## config.mk

```make
export PLATFORM = sky130hd
export DESIGN_NAME = keypad_scanner
export DESIGN_NICKNAME = d
export VERILOG_FILES = /design/src/rtl/keypad_pkg.sv /design/src/rtl/keypad_encoder.sv /design/src/rtl/keypad_scanner.sv
export SDC_FILE = /design/constraint.sdc
export NUM_CORES = 1
export LEC_CHECK = 0
export ABC_CLOCK_PERIOD_IN_PS = 3400
export BUFFER_PORTS_ARGS = -buffer_cell sky130_fd_sc_hd__buf_2
export CAP_MARGIN = 20
export CORE_UTILIZATION = 30
export CTS_CLUSTER_SIZE = 8
export DETAILED_ROUTE_END_ITERATION = 8
export PLACE_DENSITY = 0.5
export RECOVER_POWER = 25
export SYNTH_ARGS = -nofsm -noshare
export SYNTH_HDL_FRONTEND = slang
export SYNTH_SLANG_ARGS = --single-unit
```

## constraint.sdc

```tcl
create_clock -name clk -period 3.4 [get_ports clk]
set_clock_uncertainty 0.05 [all_clocks]
set_input_delay 0.34 -clock clk [delete_from_list [all_inputs] [get_ports clk]]
set_output_delay 0.34 -clock clk [all_outputs]
set_load 0.05 [all_outputs]
```

## src/rtl/keypad_pkg.sv

```systemverilog
// Shared key codes, scanner state encoding and default timing for the keypad scanner.
package keypad_pkg;

    localparam int SETTLE_CYCLES_DEF   = 4;
    localparam int DEBOUNCE_CYCLES_DEF = 16;
    localparam int CNT_W_DEF           = 8;

    localparam logic [3:0] KEY_0 = 4'd0, KEY_1 = 4'd1, KEY_2 = 4'd2, KEY_3 = 4'd3;
    localparam logic [3:0] KEY_4 = 4'd4, KEY_5 = 4'd5, KEY_6 = 4'd6, KEY_7 = 4'd7;
    localparam logic [3:0] KEY_8 = 4'd8, KEY_9 = 4'd9;
    localparam logic [3:0] KEY_STAR = 4'd10;
    localparam logic [3:0] KEY_HASH = 4'd11;

    typedef enum logic [1:0] {
        SCAN,
        DEBOUNCE,
        PRESSED
    } scan_state_e;

    function automatic logic is_digit(input logic [3:0] code);
        return code <= KEY_9;
    endfunction

endpackage

```

## src/rtl/keypad_encoder.sv

```systemverilog
// Maps a one-hot (row, column) pair of the 4x3 keypad to its key code; hit_o is low
// for any input that is not exactly one row and one column.
module keypad_encoder
    import keypad_pkg::*;
(
    input  logic [3:0] row_i,
    input  logic [2:0] col_i,
    output logic [3:0] code_o,
    output logic       hit_o
);

    always_comb begin
        code_o = KEY_0;
        hit_o  = 1'b1;
        case ({row_i, col_i})
            7'b1000_100: code_o = KEY_1;
            7'b1000_010: code_o = KEY_2;
            7'b1000_001: code_o = KEY_3;
            7'b0100_100: code_o = KEY_4;
            7'b0100_010: code_o = KEY_5;
            7'b0100_001: code_o = KEY_6;
            7'b0010_100: code_o = KEY_7;
            7'b0010_010: code_o = KEY_8;
            7'b0010_001: code_o = KEY_9;
            7'b0001_100: code_o = KEY_STAR;
            7'b0001_010: code_o = KEY_0;
            7'b0001_001: code_o = KEY_HASH;
            default:     hit_o  = 1'b0;
        endcase
    end

endmodule

```

## src/rtl/keypad_scanner.sv

```systemverilog
// 4x3 keypad scanner: one-hot column drive, row sampling, press/release debounce and
// a one-cycle key_valid strobe. Define KEYPAD_SCANNER_REPEAT_EN for auto-repeat on digits.
module keypad_scanner
    import keypad_pkg::*;
#(
    parameter int SETTLE_CYCLES   = SETTLE_CYCLES_DEF,
    parameter int DEBOUNCE_CYCLES = DEBOUNCE_CYCLES_DEF,
    parameter int CNT_W           = CNT_W_DEF
) (
    input  logic       clk,
    input  logic       rst_n,
    input  logic [3:0] rows,
    output logic [2:0] columns,
    output logic [3:0] key_code,
    output logic       key_valid,
    output logic       key_down
);

    localparam logic [CNT_W-1:0] SETTLE_LAST = CNT_W'(SETTLE_CYCLES - 1);
    localparam logic [CNT_W-1:0] DEB_PRE     = CNT_W'(DEBOUNCE_CYCLES - 2);
    localparam logic [CNT_W-1:0] DEB_LAST    = CNT_W'(DEBOUNCE_CYCLES - 1);

    scan_state_e      state_q, state_d;
    logic [1:0]       col_idx_q, col_idx_d;
    logic [CNT_W-1:0] cnt_q, cnt_d;
    logic [3:0]       row_q, row_d;
    logic [3:0]       code_q, code_d;
    logic             valid_q, valid_d;
    logic             down_q, down_d;
    logic [3:0]       enc_code;
    logic             enc_hit;

`ifdef KEYPAD_SCANNER_REPEAT_EN
    localparam int             RPT_W          = $clog2(32 * DEBOUNCE_CYCLES);
    localparam logic [RPT_W-1:0] RPT_FIRST_LAST = RPT_W'(32 * DEBOUNCE_CYCLES - 1);
    localparam logic [RPT_W-1:0] RPT_NEXT_LAST  = RPT_W'(8 * DEBOUNCE_CYCLES - 1);

    logic [RPT_W-1:0] rpt_q, rpt_d;
    logic             rpt_phase_q, rpt_phase_d;
`endif

    function automatic logic [1:0] next_col(input logic [1:0] idx);
        return (idx == 2'd2) ? 2'd0 : idx + 2'd1;
    endfunction

    assign columns = 3'b001 << col_idx_q;

    keypad_encoder u_encoder (
        .row_i  (row_q),
        .col_i  (columns),
        .code_o (enc_code),
        .hit_o  (enc_hit)
    );

    // NOTE: every signal gets a default before the case so no path leaves one unassigned (no latches).
    always_comb begin
        state_d   = state_q;
        col_idx_d = col_idx_q;
        cnt_d     = cnt_q;
        row_d     = row_q;
        code_d    = code_q;
        valid_d   = 1'b0;
        down_d    = down_q;

        case (state_q)
            SCAN: begin
                if (cnt_q == SETTLE_LAST) begin
                    cnt_d = '0;
                    if ($onehot(rows)) begin
                        row_d   = rows;
                        state_d = DEBOUNCE;
                    end else begin
                        col_idx_d = next_col(col_idx_q);
                    end
                end else begin
                    cnt_d = cnt_q + 1'b1;
                end
            end
            DEBOUNCE: begin
                // The settle-endpoint sample counts as the first of the stable samples.
                if (rows == row_q && enc_hit) begin
                    if (cnt_q == DEB_PRE) begin
                        state_d = PRESSED;
                        cnt_d   = '0;
                        code_d  = enc_code;
                        valid_d = 1'b1;
                        down_d  = 1'b1;
                    end else begin
                        cnt_d = cnt_q + 1'b1;
                    end
                end else begin
                    state_d = SCAN;
                    cnt_d   = '0;
                end
            end
            PRESSED: begin
                if (rows == '0) begin
                    if (cnt_q == DEB_LAST) begin
                        state_d   = SCAN;
                        cnt_d     = '0;
                        down_d    = 1'b0;
                        col_idx_d = next_col(col_idx_q);
                    end else begin
                        cnt_d = cnt_q + 1'b1;
                    end
                end else begin
                    cnt_d = '0;
                end
            end
            default: state_d = SCAN;
        endcase

`ifdef KEYPAD_SCANNER_REPEAT_EN
        rpt_d       = '0;
        rpt_phase_d = 1'b0;
        if (state_q == PRESSED && state_d == PRESSED) begin
            rpt_d       = rpt_q;
            rpt_phase_d = rpt_phase_q;
            if (rows == row_q && is_digit(code_q)) begin
                if (rpt_q == (rpt_phase_q ? RPT_NEXT_LAST : RPT_FIRST_LAST)) begin
                    rpt_d       = '0;
                    rpt_phase_d = 1'b1;
                    valid_d     = 1'b1;
                end else begin
                    rpt_d = rpt_q + 1'b1;
                end
            end
        end
`endif
    end

    // NOTE: sequential state uses non-blocking assignments so all registers update together.
    always_ff @(posedge clk or negedge rst_n) begin
        if (!rst_n) begin
            state_q   <= SCAN;
            col_idx_q <= 2'd0;
            cnt_q     <= '0;
            row_q     <= '0;
            code_q    <= KEY_0;
            valid_q   <= 1'b0;
            down_q    <= 1'b0;
`ifdef KEYPAD_SCANNER_REPEAT_EN
            rpt_q       <= '0;
            rpt_phase_q <= 1'b0;
`endif
        end else begin
            state_q   <= state_d;
            col_idx_q <= col_idx_d;
            cnt_q     <= cnt_d;
            row_q     <= row_d;
            code_q    <= code_d;
            valid_q   <= valid_d;
            down_q    <= down_d;
`ifdef KEYPAD_SCANNER_REPEAT_EN
            rpt_q       <= rpt_d;
            rpt_phase_q <= rpt_phase_d;
`endif
        end
    end

    assign key_code  = code_q;
    assign key_valid = valid_q;
    assign key_down  = down_q;

endmodule

```

==> out/metrics.csv <==
metric,value,unit
grt_pass1_vias,1229,
cts_max_level,1,
ctsResizeCount,0,
grt_setup_unrepaired,false,
clock_latency,0.27,ns
worst_pin_slew,1.26,ns
fmax,354,MHz
r2r_start,cnt_q[5],
die_height,75.2,µm
antenna_cells,0,
post_cts_buffers,0,
cp-end-kind,flop,
routed_wl,3360,µm
fin_tns_setup,0,ns
startpoint_type,input port,
power_density,704,nW/µm²
drc_errors,0,
wl_met1,1620,µm
final_hold_viol_count,0,
relSlewSlack,16.0,%
globalRouteTotalUtil,13.5,%
crit_fanout,7,
ys_warn_count,0,
vias,1259,
synth_fp_nets,196,
post-route-period-util,83.0,%
cap_violations,0,
wl_per_cell,13.0,µm
area_delta_synth_final,11.1,%
nets,205,
cp.required,3.52,ns
ios,15,
status,completed,
drtIter0Drc,39,
drtAntennaViolNets,0,
peakVddDrop,0.267,mV
vias_per_cell,4.88,
grt_overflow,0,
syn-cell-area,1610,µm²
cts_tree,built,
die_w,75.2,µm
cpPeakStageDelay,0.54,ns
path_cells,buf_2 > inv_1 > fa_1 > inv_1 > ha_1 > ha_1 > or3b_2 > or2_2 > or2_1 > mux2_4,
start_util,31.2,%
fin_hold_ws,0.261,ns
worstHoldPathType,in -> async,
power,1260,µW
cp_data_arrival_time,2.94,ns
dr.pass1.iters,4,
dr_wl_met3,120,µm
core_area,5140,µm²
worstSetupStartpoint,rows[0],
cp_slowest_cell,fa_1,
highest_layer,met4,
avgSynthCellArea,8.92,µm²
cts-root-buf,clkbuf_8,
critPathTopFamily,simple AND/OR/NAND/NOR gates,
setup_slack,0.578,ns
port_buffers,14,
gp_congestion,0.739,
min_period,2.82,ns
cts_buffers,3,
clockBufferDepth,2,
dp_hpwl,2380,µm
num_rows,26,
antenna_found_initial,0,
grt_max_degree,23,
synth_seq_area_share,34.3,%
dp_slack,0.279,ns
yosysUniqueCellTypes,50,
p_leak,0.000810,µW
grt_pass1_wl,5750,µm
slew_violations,0,
worst-path-buf-inv,3,
netlist_instances,180,
clk_pin_slew,0.09,ns
wl_met2,1600,µm
critPathKind,in -> reg,
drive_gt1_share,16.0,%
hold_buffers,0,
die-area,5650,µm²
setup_viol,0,
clock_sinks,22,
ys_ff_latch,22,
report_power, final:
part | switching, µW | internal, µW | total, µW
Clock | 95.2 | 158 | 253
Sequential | 139 | 319 | 458
Combinational | 322 | 224 | 546
Total | 556 | 701 | 1260
synthesized netlist by cell type (all sizes together):
master	instances	area (µm²)
dfrtp	22	551
nand2	22	82.6
inv	14	52.6
nor2	10	37.5
ha	9	113
o21ai	9	45.0
nand3	8	40.0
clkbuf	6	22.5
nand2b	5	31.3
nor2b	5	31.3
o221ai	5	50.0
xnor2	5	43.8
a21oi	4	20.0
and2	4	26.3
buf	4	26.3
nor3	4	20.0
a31oi	3	18.8
and3	3	18.8
mux2	3	37.5
mux2i	3	30.0
nor4	3	33.8
o211ai	3	27.5
o21a	3	22.5
or2	3	21.3
nand3b	2	15.0
nor3b	2	15.0
nor4b	2	17.5
o22ai	2	12.5
or3	2	17.5
a211oi	1	7.51
a22o	1	10.0
a22oi	1	21.3
fa	1	20.0
o32a	1	10.0
o41a	1	11.3
o41ai	1	16.3
or3b	1	8.76
or4	1	11.3
xor2	1	8.76
through the flow:
stage | cell area [µm²] | util, % | cells
after global routing | 1780 | 34.7 | 258
after CTS | 1790 | 34.7 | 258
after floorplan | 1610 | - | 180
final | 1780 | 34.7 | 258
after detailed placement | 1710 | 33.3 | 254
after global placement | 1710 | 33.3 | 254
registers in the layout, indices dropped and copies added, names as in the netlist:
name	count
cnt_q	8
row_q	4
key_down	1
key_code	4
key_valid	1
state_q	2
col_idx_q	2
cell families (layout without fill, tap and decap cells):
| family | count (synthesis) | after routing | synth area share [%] |
|---|---|---|---|
| AND/OR/NAND/NOR | 77 | 77 | 26.7 |
| AO/OA/AOI/OAI | 35 | 35 | 17.0 |
| buffers and inverters | 24 | 32 | 6.31 |
| flip-flops | 22 | 22 | 34.3 |
| adder cells (fa/ha/maj) | 10 | 10 | 8.26 |
| XOR/XNOR | 6 | 6 | 3.27 |
| multiplexers | 6 | 6 | 4.21 |
final cells by class:
| class | count | area (µm²) |
|---|---|---|
| Clock buffer | 3 | 41.3 |
| Clock inverter | 1 | 30.0 |
| Fill cell | 536 | 3360 |
| Inverter | 14 | 52.6 |
| Multi-Input combinational cell | 134 | 953 |
| Sequential cell | 22 | 551 |
| Tap cell | 70 | 87.6 |
| Timing Repair Buffer | 14 | 68.8 |
layer usage:
layer | global-route usage (%) | vias to the layer above
li1 | - | 640
met1 | 17.0 | 602
met2 | 23.4 | 15
met3 | 2.95 | 2
met4 | 3.29 | 0
met5 | 0 | -
cell usage in the layout, fill, tap and decap left out, types with 2 or more instances in the layout:
cell type  instances
o21ai_0            8
nor4b_1            2
mux2i_1            3
ha_1               9
dfrtp_1           22
mux2_1             2
and3_1             3
nor2_1            10
o22ai_1            2
nand3b_1           2
o221ai_1           4
nor4_1             2
nand2b_1           5
nor2b_1            5
inv_1             14
and2_1             3
nor3b_1            2
a21oi_1            4
nand3_1            8
nand2_1           22
buf_2             13
nor3_1             4
a31oi_1            3
clkbuf_8           3
xnor2_1            5
o21a_1             3
o211ai_1           2
final timing paths:
kind / endpoint / slack, ns / cells past startpoint
hold reg to reg: key_code[1] / 0.44 / 1
hold / removal: key_code[2] / 0.26 / 1
setup reg to reg: key_code[1] / 1.04 / 5
setup / recovery: row_q[2] / 0.58 / 10
min in group clk: row_q[2] / 0.33 / 2
max in group asynchronous: cnt_q[5] / 2.29 / 1
(Power assumes the default switching activity.)
